`config.mk`:
```
export PLATFORM = sky130hd
export DESIGN_NAME = uart_tx
export DESIGN_NICKNAME = d
export VERILOG_FILES = /design/src/rtl/uart_tx.sv
export SDC_FILE = /design/constraint.sdc
export NUM_CORES = 1
export LEC_CHECK = 0
export CAP_MARGIN = 20
export CORE_AREA = 2 2 55 57
export CTS_BUF_LIST = sky130_fd_sc_hd__clkbuf_4 sky130_fd_sc_hd__clkbuf_8
export CTS_CLUSTER_SIZE = 14
export DETAILED_ROUTE_END_ITERATION = 16
export DIE_AREA = 0 0 57 59
export PLACE_DENSITY = 0.67
export SLEW_MARGIN = 40
export SYNTH_ARGS = -nofsm -noshare
export SYNTH_HDL_FRONTEND = slang
export SYNTH_SLANG_ARGS = --single-unit
```
`constraint.sdc`:
```
create_clock -name clk -period 4.2 [get_ports clk]
set_input_delay 1.05 -clock clk [delete_from_list [all_inputs] [get_ports clk]]
set_output_delay 1.05 -clock clk [all_outputs]
set_load 0.01 [all_outputs]
```
`src/rtl/uart_tx.sv`:
```
// uart_tx: serial UART transmitter.
//
// This block accepts one byte on a single-cycle start request. It sends the
// byte on the tx line as an asynchronous frame in this order:
//   start bit (0), data[0] .. data[7], an optional parity bit, stop bit (1).
//
// Ports:
//   clk          system clock; all state changes happen on the rising edge
//   rst_n        asynchronous active-low reset
//   tx_start     transmit request; accepted only while idle
//   data_in      byte to send; captured when the request is accepted
//   parity_en    1 = add a parity bit; captured when the request is accepted
//   even_parity  1 = even parity, 0 = odd parity; captured when the request
//                is accepted
//   tx           registered serial line; high when idle
//   tx_busy      registered; high for the whole frame
//
// Handshake: tx_start is sampled on each rising edge. A request is taken
// only when the FSM is idle, which is exactly when tx_busy is low. Requests
// made while tx_busy is high are dropped and are not queued. If tx_start is
// held high, a new frame starts on every first idle edge. Each pair of frames
// is then separated by one cycle of idle-high line.
//
// The FSM state is held in state_q. Bind checkers to this signal.

module uart_tx #(
  parameter int CLKS_PER_BIT = 16
) (
  input  logic       clk,
  input  logic       rst_n,
  input  logic       tx_start,
  input  logic [7:0] data_in,
  input  logic       parity_en,
  input  logic       even_parity,
  output logic       tx,
  output logic       tx_busy
);

  localparam int BW = (CLKS_PER_BIT > 1) ? $clog2(CLKS_PER_BIT) : 1;
  localparam logic [BW-1:0] BAUD_LAST = BW'(CLKS_PER_BIT - 1);

  typedef enum logic [2:0] {
    S_IDLE   = 3'd0,
    S_START  = 3'd1,
    S_DATA   = 3'd2,
    S_PARITY = 3'd3,
    S_STOP   = 3'd4
  } state_t;

  state_t        state_q, state_d;
  logic [BW-1:0] baud_q, baud_d;
  logic [2:0]    bit_q, bit_d;
  logic [7:0]    data_q, data_d;
  logic          par_en_q, par_en_d;
  logic          even_q, even_d;
  logic          tx_d, busy_d;
  logic          bit_done;

  // High on the last clock of the bit currently being sent.
  assign bit_done = (baud_q == BAUD_LAST);

  always_ff @(posedge clk or negedge rst_n) begin
    if (!rst_n) begin
      state_q  <= S_IDLE;
      baud_q   <= '0;
      bit_q    <= '0;
      data_q   <= '0;
      par_en_q <= 1'b0;
      even_q   <= 1'b0;
      tx       <= 1'b1;
      tx_busy  <= 1'b0;
    end else begin
      state_q  <= state_d;
      baud_q   <= baud_d;
      bit_q    <= bit_d;
      data_q   <= data_d;
      par_en_q <= par_en_d;
      even_q   <= even_d;
      tx       <= tx_d;
      tx_busy  <= busy_d;
    end
  end

  // Next-state logic. The baud counter returns to zero at every bit
  // boundary, so each bit lasts exactly CLKS_PER_BIT cycles.
  always_comb begin
    state_d  = state_q;
    baud_d   = baud_q;
    bit_d    = bit_q;
    data_d   = data_q;
    par_en_d = par_en_q;
    even_d   = even_q;

    case (state_q)
      S_IDLE: begin
        baud_d = '0;
        bit_d  = '0;
        if (tx_start) begin
          state_d  = S_START;
          data_d   = data_in;
          par_en_d = parity_en;
          even_d   = even_parity;
        end
      end
      S_START: begin
        if (bit_done) begin
          state_d = S_DATA;
          baud_d  = '0;
          bit_d   = '0;
        end else begin
          baud_d = baud_q + 1'b1;
        end
      end
      S_DATA: begin
        if (bit_done) begin
          baud_d = '0;
          if (bit_q == 3'd7) begin
            state_d = par_en_q ? S_PARITY : S_STOP;
            bit_d   = '0;
          end else begin
            bit_d = bit_q + 3'd1;
          end
        end else begin
          baud_d = baud_q + 1'b1;
        end
      end
      S_PARITY: begin
        if (bit_done) begin
          state_d = S_STOP;
          baud_d  = '0;
        end else begin
          baud_d = baud_q + 1'b1;
        end
      end
      S_STOP: begin
        if (bit_done) begin
          state_d = S_IDLE;
          baud_d  = '0;
        end else begin
          baud_d = baud_q + 1'b1;
        end
      end
      default: begin
        state_d = S_IDLE;
        baud_d  = '0;
        bit_d   = '0;
      end
    endcase
  end

  // The outputs are decoded from the next state and then registered. This
  // makes tx and tx_busy change on the same edge as the state, and there is
  // no combinational path from the inputs to the pins.
  always_comb begin
    tx_d   = 1'b1;
    busy_d = 1'b1;
    case (state_d)
      S_IDLE:   busy_d = 1'b0;
      S_START:  tx_d   = 1'b0;
      S_DATA:   tx_d   = data_d[bit_d];
      S_PARITY: tx_d   = even_d ? (^data_d) : ~(^data_d);
      S_STOP:   tx_d   = 1'b1;
      default: begin
        tx_d   = 1'b1;
        busy_d = 1'b0;
      end
    endcase
  end

endmodule

```
-- Yosys cells after proc, flatten, opt, wreduce, memory -nomap -nowiden
Index checks and enable logic that the tools add are counted.
Widths: inputs -> output; s select.
- bitwise operators: 1
- add/subtract/negate cells: 2
- reductions and logical operators: 6
- order comparisons: 1
- muxes and demuxes: 23
- equal/unequal tests: 10
- operators by type and width (kind ; number):
    $mux 3 ; 10
    $mux 8 ; 2
    $pmux 3 s5 ; 1
    $eq 3x2->1 const B ; 4
    $eq 3x3->1 const B ; 3
    $pmux 3 s3 ; 1
    $mux 4 ; 2
    $reduce_or 4->1 ; 2
    $reduce_xor 8->1 ; 1
    $eq 3x1->1 const B ; 2
    $mux 1 ; 5
    $add 4x1->4 const B ; 1
    $eq 4x4->1 const B ; 1
    $lt 3x4->1 const B ; 1
    $add 3x1->3 const B ; 1
    $bmux 1 s3 ; 1
    $logic_not 3->1 ; 1
    $pmux 1 s3 ; 1
    $reduce_and 2->1 ; 1
    $reduce_or 2->1 ; 1
    $not 1->1 ; 1
- word-level logic and storage cells: 51
- bits in registers: 22
- output and inout port bits: 2

-- Logic depth before layout (Yosys ltp)
Gate-level depths: netlist (run 1).
- depth after elaboration: 7
- mapped depth: 9
- gate-level depth less buffers: 8

-- Least setup slack after synthesis (run 1)
No wires, ideal clock.
- path kind: input port to flip-flop
- start point: in tx_start
- end point: reg tx
- setup slack: 1743 ps
- path buffers: 1
- required time: 4123 ps
- stages on the path: 8
- arrival time: 2380 ps
- cell sequence: nor4b_4 -> buf_6 -> mux2i_1 -> xnor2_1 -> xnor2_1 -> xnor2_1 -> a21boi_1 -> a31oi_1
- cells in the longest elaborated chain, start to end: 6
- ends and longest elaborated chain (what ; line ; text):
    from (decl) ; 31 ; input logic tx_start,
    parallel branches: the longest is 5 deep, another holds $mux 8 ; - ;
    $pmux 1 s3 (*) ; 157 ; case (state_d)
    net tx_d ; 56 ; logic tx_d, busy_d;
    to (signal assigned) ; 79 ; tx <= tx_d;
    to (decl) ; 35 ; output logic tx,
Mark *: on every way through the listed nets, which the timed path passes. The select of a mux whose other input is x is not followed.
A chain may end at the register's enable or synchronous reset.

-- Final worst setup path (run 1)
Ends and elaborated chain as after synthesis.

==> results of run 1 <==
-- stage by stage --
step,instances,hold slack (ps),utilization
6_report,159,521,0.525
5_1_grt,159,558,0.525
4_1_cts,159,520,0.525
3_5_place_dp,155,503,0.512
3_3_place_gp,155,486,0.514
2_1_floorplan,114,465,-
-- final cells by class --
cell class | count | area share
Inverter | 7 | 0.0185
Sequential cell | 22 | 0.388
Multi-Input combinational cell | 80 | 0.441
Clock buffer | 4 | 0.0255
Tap cell | 31 | 0.0272
Timing Repair Buffer | 15 | 0.100
-- state kept, by name (all words and copies together), names as in the netlist --
name	flops
bit_q	3
tx_busy	1
par_en_q	1
state_q	3
tx	1
data_q	8
baud_q	4
even_q	1
-- worst reg2reg max path, cell delays in order, from the launching register on --
cell and delay, ps:
dfrtp_1 560, nor4b_4 320, buf_4 250, mux2i_1 350
xnor2_1 190, xnor2_1 170, xnor2_1 150, a21boi_1 80
a31oi_1 170
-- cells by family (layout without fill, tap and decap cells) --
group,count (synthesis),count (layout),share of synthesized area
flip-flops,22,22,0.445
XOR/XNOR,14,14,0.0988
multiplexers,14,14,0.122
AO/OA/AOI/OAI,19,19,0.0958
buffers and inverters,12,26,0.0494
adder cells (fa/ha/maj),4,4,0.0393
AND/OR/NAND/NOR,29,29,0.150
-- worst max-delay path by stage --
stage,endpoint,slack [ps],depth (start not counted),start
final,tx,1380,9,tx_start
after global routing,tx,1220,9,tx_start
after CTS,tx,1390,9,tx_start
after detailed placement,tx,1080,9,tx_start
after global placement,tx,1170,9,tx_start
after floorplan,tx,1740,8,tx_start
-- power by group through the flow --
stage | registers (mW) | clock network (mW) | logic, mW
global placement | 0.224 | 0 | 0.0476
detailed placement | 0.225 | 0 | 0.0493
finish | 0.220 | 0.118 | 0.0487
global route | 0.221 | 0.134 | 0.0539
CTS | 0.220 | 0.122 | 0.0498
floorplan | 0.224 | 0 | 0.0272
-- metal layers --
metal	up-vias	routed length, um	track usage
met5	-	0	0
met4	0	80	0.0997
met3	9	105	0.0284
met2	21	1140	0.268
met1	438	1060	0.207
li1	439	-	-
-- Yosys cell counts (3+ instances only) --
master and count:
mux2_2 9, nor2_1 6, mux2i_1 5, nand2_1 5, a21oi_1 6, dfrtp_1 21
xnor2_1 13, ha_1 3, o21ai_0 4, inv_1 7
==> metrics, run 1 <==
Synth Flop Type dfrtp_1; layout cells sized above 1 0.148; part of the power in combinational logic 0.126; buffer count from post-CTS setup fixing 0; Max Buffers Root-to-Sink 2; Antenna Cells 0; Synth top area share 0.423; unrepaired setup endpoints after global routing no; synthesized net count 130; slowest cell on the critical path clkdlybuf4s50_1; FMAX 355 MHz; Post-DP Area 0.00139 mm2; first-pass GRT wire length 4.20 mm; Crit Path Class in -> reg; CP max FO 13; DIE WIDTH 57 um; fillers 252; area grow syn2layout 14.7%; wire per inst 15.0 um; Final ANT Viol Nets 0; CTS Hold Bufs 0; Distinct cells, synth 38; max-cap violations 0; worst slack, placed 1080 ps; mean post-synth cell area 10.9 um2; most used cell, CP xnor2_1; Initial Utilization 0.458; Initial DRC Count 35; clk_skew 11.3 ps; vias in the first global route 952; fin crit share 0.671; io pins 15; Hold/Removal Path Class reg -> reg; largest cells by area after synthesis dfrtp_1, xnor2_1, mux2_2, mux2i_1, ha_1; kind of start point of the critical path input port; register area share after synthesis 0.445; #FFs+latches synth 22; total grt overflow 0; Nets 145; Synth Cell Area 0.00124 mm2; sequential share of power 0.569; initial antenna violation count 0; Slew @ Worst Pin 529 ps; final hold vios 0; Tot GR Track Use 0.165; FF-to-FF End tx; CP Buf/Inv Count 2; setup violators final 0; Avg Vias per Cell 5.70; highest-count cells in the layout ignoring fill and taps dfrtp_1, xnor2_1, clkdlybuf4s50_1; Sink Count 22; total power 0.387 mW; clock buffer count from CTS 3; DR vias 907; buffers added on ports 14; routability congestion estimate from global placement 0.759; core area 0.00271 mm2; VDD IR max 190 uV; overall die area 0.00336 mm2; H-tree level count 1; reg-to-reg startpoint state_q[0]; HPWL after DPL 1.75 mm; commonest non-fill, non-tap cell in the layout dfrtp_1; Reg clk slew, reported paths 130 ps; maximum number of pins on one net before global-route repair 23; clk root buf clkbuf_4; switch share 0.230; Slew headroom 0.643; FP Rows 19; DR pass1 iterations 4; yosys warns 0; max-slew violations 0; cell type with the largest total area after synthesis dfrtp_1; family with the most delay on the worst path buffers and inverters; area occupied by multi-input gates 628 um2; Worst R2R Setup Slack 1890 ps; leakage power 0.609 nW; Worst Path Arrival 3070 ps; hold depth 1; power density over cell area 272 mW/mm2; hold path startpoint baud_q[0]; Vert. Die Dim 59 um; Async S/R FF share, synth 1.00; reg2reg path depth 8; CTS resizes 0; sequential standard cell area 552 um2; Post-Syn Instances 114; Finished Cell Area 0.00142 mm2; min cycle time layout 2820 ps; switching pwr 0.0891 mW; outcome finished clean; Fin Setup TNS 0 ps; Crit. End Element flop; CTS tree built; Post-synth EDFFs 0; crit path cell chain clkdlybuf4s50_1 -> nor4b_4 -> buf_4 -> mux2i_1 -> xnor2_1 -> xnor2_1 -> xnor2_1 -> a21boi_1 -> a31oi_1; final setup margin 1380 ps; Clock power frac 0.305; Int Pwr 0.298 mW; DRC 0; CP required 4450 ps; Max stage delay on crit path 470 ps; hold endpoint baud_q[0]; Clk Latency, worst-skew pair 310 ps; WL final 2.38 mm
Note: power is estimated with default switching activity, not from simulation.
==> inputs of run 2 (changes only) <==
PLACE_DENSITY = 0.69   (was 0.67)
clock period = 2.5 ns   (was 4.2 ns; I/O delays follow)
==> run 2 against run 1 <==
Compared with the run above: die area stayed put; core utilization is 2.3 points higher; hold slack worse by 15 ps; count of clock-buffer cells in the layout is 1 lower.
==> metrics, run 2 (synthesis results as in run 1) <==
setup violators final 0 (unchanged); wire per inst 13.5 um (was 15.0 um); leakage power 0.636 nW (was 0.609 nW); Clk Latency, worst-skew pair 300 ps (was 310 ps); Post-Place Cells 158 (was 155); kind of start point of the critical path input port (unchanged); clk_skew 4.88 ps (was 11.3 ps); Slew headroom 0.580 (was 0.643); core area 0.00271 mm2 (unchanged); clock buffer count from CTS 3 (unchanged); crit path cell chain clkdlybuf4s50_1 -> nor4b_4 -> buf_12 -> mux2i_1 -> xnor2_1 -> xnor2_1 -> xnor2_1 -> a21boi_1 -> a31oi_1 (was clkdlybuf4s50_1 -> nor4b_4 -> buf_4 -> mux2i_1 -> xnor2_1 -> xnor2_1 -> xnor2_1 -> a21boi_1 -> a31oi_1); Final ANT Viol Nets 0 (unchanged); sequential share of power 0.515 (was 0.569); Clock power frac 0.369 (was 0.305); Hold/Removal Path Class reg -> reg (unchanged); clk root buf clkbuf_4 (unchanged); fin crit share 0.928; Avg Vias per Cell 5.43 (was 5.70); Vert. Die Dim 59 um (unchanged); HPWL after DPL 1.71 mm (was 1.75 mm); sequential standard cell area 552 um2 (unchanged); first-pass GRT wire length 3.84 mm (was 4.20 mm); Initial Utilization 0.458 (unchanged); Worst Path Arrival 2560 ps (was 3070 ps); CTS tree built (unchanged); max-slew violations 0 (unchanged); post-layout util 0.548 (was 0.525); DRC 0 (unchanged); Cell Count, Final, Fillers Out 162 (was 159); layout cells sized above 1 0.168 (was 0.148); slowest cell on the critical path clkdlybuf4s50_1 (unchanged); Top Registers data_q x8, baud_q x4 (unchanged); DIE WIDTH 57 um (unchanged); Crit. End Element flop (unchanged); fillers 245 (was 252); H-tree level count 1 (unchanged); Max Buffers Root-to-Sink 2 (unchanged); WL final 2.18 mm (was 2.38 mm); FMAX 431 MHz; Max stage delay on crit path 480 ps (was 470 ps); Largest register FFs 8 (unchanged); CP max FO 12 (was 13); Crit Path Class in -> reg (unchanged); Initial DRC Count 37 (was 35); min cycle time layout 2320 ps; routability congestion estimate from global placement 0.765 (was 0.759); DR vias 880 (was 907); maximum number of pins on one net before global-route repair 23 (unchanged); DR pass1 iterations 4 (unchanged); Reg with most FFs data_q (unchanged); switching pwr 0.142 mW (was 0.0891 mW); Tot GR Track Use 0.150 (was 0.165); FP Rows 19 (unchanged); area grow syn2layout 19.8% (was 14.7%); part of the power in combinational logic 0.116 (was 0.126); Slew @ Worst Pin 623 ps (was 529 ps); commonest non-fill, non-tap cell in the layout dfrtp_1 (unchanged); final hold vios 0 (unchanged); Int Pwr 0.577 mW (was 0.298 mW); most used cell, CP xnor2_1 (unchanged); VDD IR max 332 uV (was 190 uV); switch share 0.198 (was 0.230); overall die area 0.00336 mm2 (unchanged); buffer count from post-CTS setup fixing 0 (unchanged); outcome finished clean (unchanged); vias in the first global route 887 (was 952); CP required 2740 ps (was 4450 ps); area occupied by multi-input gates 634 um2 (was 628 um2); highest-count cells in the layout ignoring fill and taps dfrtp_1, clkdlybuf4s50_1, xnor2_1 (was dfrtp_1, xnor2_1, clkdlybuf4s50_1); unrepaired setup endpoints after global routing no (unchanged); power density over cell area 484 mW/mm2 (was 272 mW/mm2); Reg clk slew, reported paths 120 ps (was 130 ps); buffers added on ports 14 (unchanged); initial antenna violation count 0 (unchanged); Antenna Cells 0 (unchanged); max-cap violations 0 (unchanged); io pins 15 (unchanged); total grt overflow 0 (unchanged); Nets 148 (was 145); Sink Count 22 (unchanged)
[run 2: changes by cell type in the layout (fill, tap and decap cells not counted), sizes merged]
cell / change
buf: +2
bufinv: +1
clkbuf: -1
clkdlybuf4s50: +1
[run 2: final timing paths]
check                      startpoint        end  slack (ps)  cells after the start
min                         baud_q[0]  baud_q[0]         510                      1
max in group asynchronous       rst_n         tx        1580                      2
min reg2reg                 baud_q[0]  baud_q[0]         510                      1
min in group asynchronous       rst_n   par_en_q         650                      2
max                          tx_start         tx         180                      9
max reg2reg                  bit_q[0]         tx         260                      8
[run 2: worst max-delay path, delay by kind of cell]
family / cells / cell delay (ps)
AO/OA/AOI/OAI: 2 / 250
XOR/XNOR: 3 / 450
buffers and inverters: 2 / 660
multiplexers: 1 / 260
AND/OR/NAND/NOR: 1 / 290
[run 2: stage by stage]
step / hold slack [ps] / setup WS [ps] / power, mW / cell area, um2 / TNS [ps]
finish: 506 / 181 / 0.720 / 1490 / 0
global route: 545 / 21.8 / 0.757 / 1490 / 0
CTS: 509 / 190 / 0.734 / 1480 / 0
detailed placement: 492 / -124 / 0.462 / 1430 / -124
global placement: 488 / -45.5 / 0.460 / 1430 / -45.5
floorplan: 329 / 468 / 0.422 / 1240 / 0
[run 2: what timing repair did]
item,4_1_cts,5_1_grt
gates resized for setup,0,2
endpoints found under the setup margin,0,1
hold buffers,0,0
[run 2: power groups by stage]
stage	clock (mW)	combinational (mW)	sequential [mW]
global route	0.293	0.0921	0.372
detailed placement	0	0.0842	0.378
floorplan	0	0.0457	0.376
global placement	0	0.0826	0.377
CTS	0.279	0.0849	0.371
finish	0.266	0.0835	0.370
[run 2: layout make-up]
class / count / share of cell area
multi-input cells: 80 / 0.427
clock buffers: 3 / 0.0152
clock inverters: 1 / 0.0202
well taps: 31 / 0.0261
flip-flops and latches: 22 / 0.371
inverters: 7 / 0.0177
repair buffers: 18 / 0.123
[run 2: routing by layer]
metal / global-route usage / wire length [um]
met2: 0.248 / 1070
met5: 0 / 0
met4: 0.0598 / 43
met1: 0.201 / 1010
met3: 0.0197 / 50
==> inputs of run 3 (changes only) <==
CTS_BUF_LIST = sky130_fd_sc_hd__clkbuf_8   (was sky130_fd_sc_hd__clkbuf_4 sky130_fd_sc_hd__clkbuf_8)
CTS_CLUSTER_DIAMETER = 120   (was default)
==> run 3 against run 2 <==
Compared with the run above: hold slack worse by 5.8 ps; non-clock buffer count stayed put; wire length is 1.5% higher; fmax is 2.1% lower; worst setup slack worse by 50 ps; first-iteration DRC count is 32% lower; count of clock-buffer cells in the layout stayed put; clock skew hardly changed; cell count stayed put; core utilization is 0.97 points higher; critical endpoint unchanged; largest power group unchanged.
==> metrics, run 3 (synthesis results as in run 1) <==
CP Buf/Inv Count 2 (unchanged); fin crit share 0.948 (was 0.928); highest-count cells in the layout ignoring fill and taps dfrtp_1, clkdlybuf4s50_1, xnor2_1 (unchanged); clock buffer count from CTS 3 (unchanged); max-cap violations 0 (unchanged); final setup margin 131 ps (was 181 ps); Max Buffers Root-to-Sink 2 (unchanged); Worst Path Arrival 2560 ps (about the same); first-pass GRT wire length 3.87 mm (was 3.84 mm); Largest register FFs 8 (unchanged); Max stage delay on crit path 480 ps (about the same); Worst R2R Setup Slack 290 ps (was 260 ps); Clk Latency, worst-skew pair 260 ps (was 300 ps); Tot GR Track Use 0.153 (was 0.150); Worst path depth 9 (unchanged); initial antenna violation count 0 (unchanged); layout cells sized above 1 0.183 (was 0.168); commonest non-fill, non-tap cell in the layout dfrtp_1 (unchanged); Avg Vias per Cell 5.44 (was 5.43); FP Rows 19 (unchanged); reg-to-reg startpoint state_q[0] (was bit_q[0]); FMAX 422 MHz (was 431 MHz); Nets 148 (unchanged); total grt overflow 0 (unchanged); clk root buf clkbuf_8 (was clkbuf_4); setup violators final 0 (unchanged); Crit Path Class in -> reg (unchanged); HPWL after DPL 1.71 mm (unchanged); kind of start point of the critical path input port (unchanged); CTS tree built (unchanged); most used cell, CP xnor2_1 (unchanged); CP max FO 12 (unchanged); wire per inst 13.7 um (was 13.5 um); CP required 2690 ps (was 2740 ps); max-slew violations 0 (unchanged); Crit. End Element flop (unchanged); leakage power 0.647 nW (was 0.636 nW); crit path cell chain clkdlybuf4s50_1 -> nor4b_4 -> buf_12 -> mux2i_1 -> xnor2_1 -> xnor2_1 -> xnor2_1 -> a21boi_1 -> a31oi_1 (unchanged); slowest cell on the critical path clkdlybuf4s50_1 (unchanged); Initial DRC Count 25 (was 37); VDD IR max 471 uV (was 332 uV); routability congestion estimate from global placement 0.765 (unchanged); Setup crit end tx (unchanged); Top Registers data_q x8, baud_q x4 (unchanged); Reg clk slew, reported paths 80 ps (was 120 ps); Post-DP Area 0.00143 mm2 (unchanged); buffers added on ports 14 (unchanged); Hold/Removal Path Class reg -> reg (unchanged); unrepaired setup endpoints after global routing no (unchanged); min cycle time layout 2370 ps (was 2320 ps); io pins 15 (unchanged); Sink Count 22 (unchanged); outcome finished clean (unchanged); Finished Cell Area 0.00151 mm2 (was 0.00149 mm2); family with the most delay on the worst path buffers and inverters (unchanged); overall die area 0.00336 mm2 (unchanged); Slew headroom 0.571 (was 0.580); WL final 2.21 mm (was 2.18 mm); DR vias 881 (was 880); reg2reg path depth 8 (unchanged); worst slack, placed -124 ps (unchanged); core area 0.00271 mm2 (unchanged); Initial Utilization 0.458 (unchanged); FF-to-FF End tx (unchanged); area grow syn2layout 21.9% (was 19.8%); final hold vios 0 (unchanged); vias in the first global route 888 (was 887); Final ANT Viol Nets 0 (unchanged); clk_skew 5.37 ps (was 4.88 ps); worst setup path startpoint tx_start (unchanged); Vert. Die Dim 59 um (unchanged); DR pass1 iterations 4 (unchanged); Reg with most FFs data_q (unchanged); Antenna Cells 0 (unchanged); DRC 0 (unchanged); DIE WIDTH 57 um (unchanged); Slew @ Worst Pin 637 ps (was 623 ps); H-tree level count 1 (unchanged); power density over cell area 517 mW/mm2 (was 484 mW/mm2); maximum number of pins on one net before global-route repair 23 (unchanged)
-- run 3: stage by stage --
stage	hold WS [ps]	TNS [ps]	power, mW	utilization	cells
6_report	500	0	0.782	0.558	162
5_1_grt	539	0	0.822	0.558	162
4_1_cts	503	0	0.799	0.553	162
3_5_place_dp	492	-124	0.462	0.527	158
3_3_place_gp	488	-45.5	0.460	0.527	158
2_1_floorplan	329	0	0.422	-	114
-- run 3: worst min-delay path by stage --
stage                            to  cells after the start      start  slack, ps
after floorplan           baud_q[0]                      0      rst_n        330
after global placement    baud_q[0]                      1  baud_q[0]        490
after detailed placement  baud_q[0]                      1  baud_q[0]        490
after CTS                 baud_q[0]                      1  baud_q[0]        500
after global routing      baud_q[0]                      1  baud_q[0]        540
final                     baud_q[0]                      1  baud_q[0]        500
-- run 3: per-layer routing --
metal  up-vias  GRT usage  wire length [um]
met2        10      0.241              1070
met4         0     0.0797                52
met1       422      0.208              1040
li1        444          -                 -
met3         5     0.0197                48
met5         -          0                 0
-- run 3: what timing repair did --
action	4_1_cts	5_1_grt
resized for setup	0	4
endpoints found under the setup margin	0	1
hold buffers	0	0
buffers inserted	0	0
-- run 3: power by group --
| part | total [mW] | switching, mW | internal (mW) | leakage, nW |
|---|---|---|---|---|
| clock | 0.327 | 0.113 | 0.214 | 0.0357 |
| combinational | 0.0845 | 0.0337 | 0.0508 | 0.338 |
| sequential | 0.371 | 0.00546 | 0.365 | 0.273 |
| total | 0.782 | 0.152 | 0.630 | 0.647 |
-- run 3: cell type report --
cell class / instances / area, um2
tap: 31 / 38.8
clock buffer: 3 / 41.3
timing repair buffer: 18 / 183
clock inverter: 1 / 30.0
fill: 244 / 1200
sequential: 22 / 552
multi-input combinational: 80 / 642
inverter: 7 / 26.3
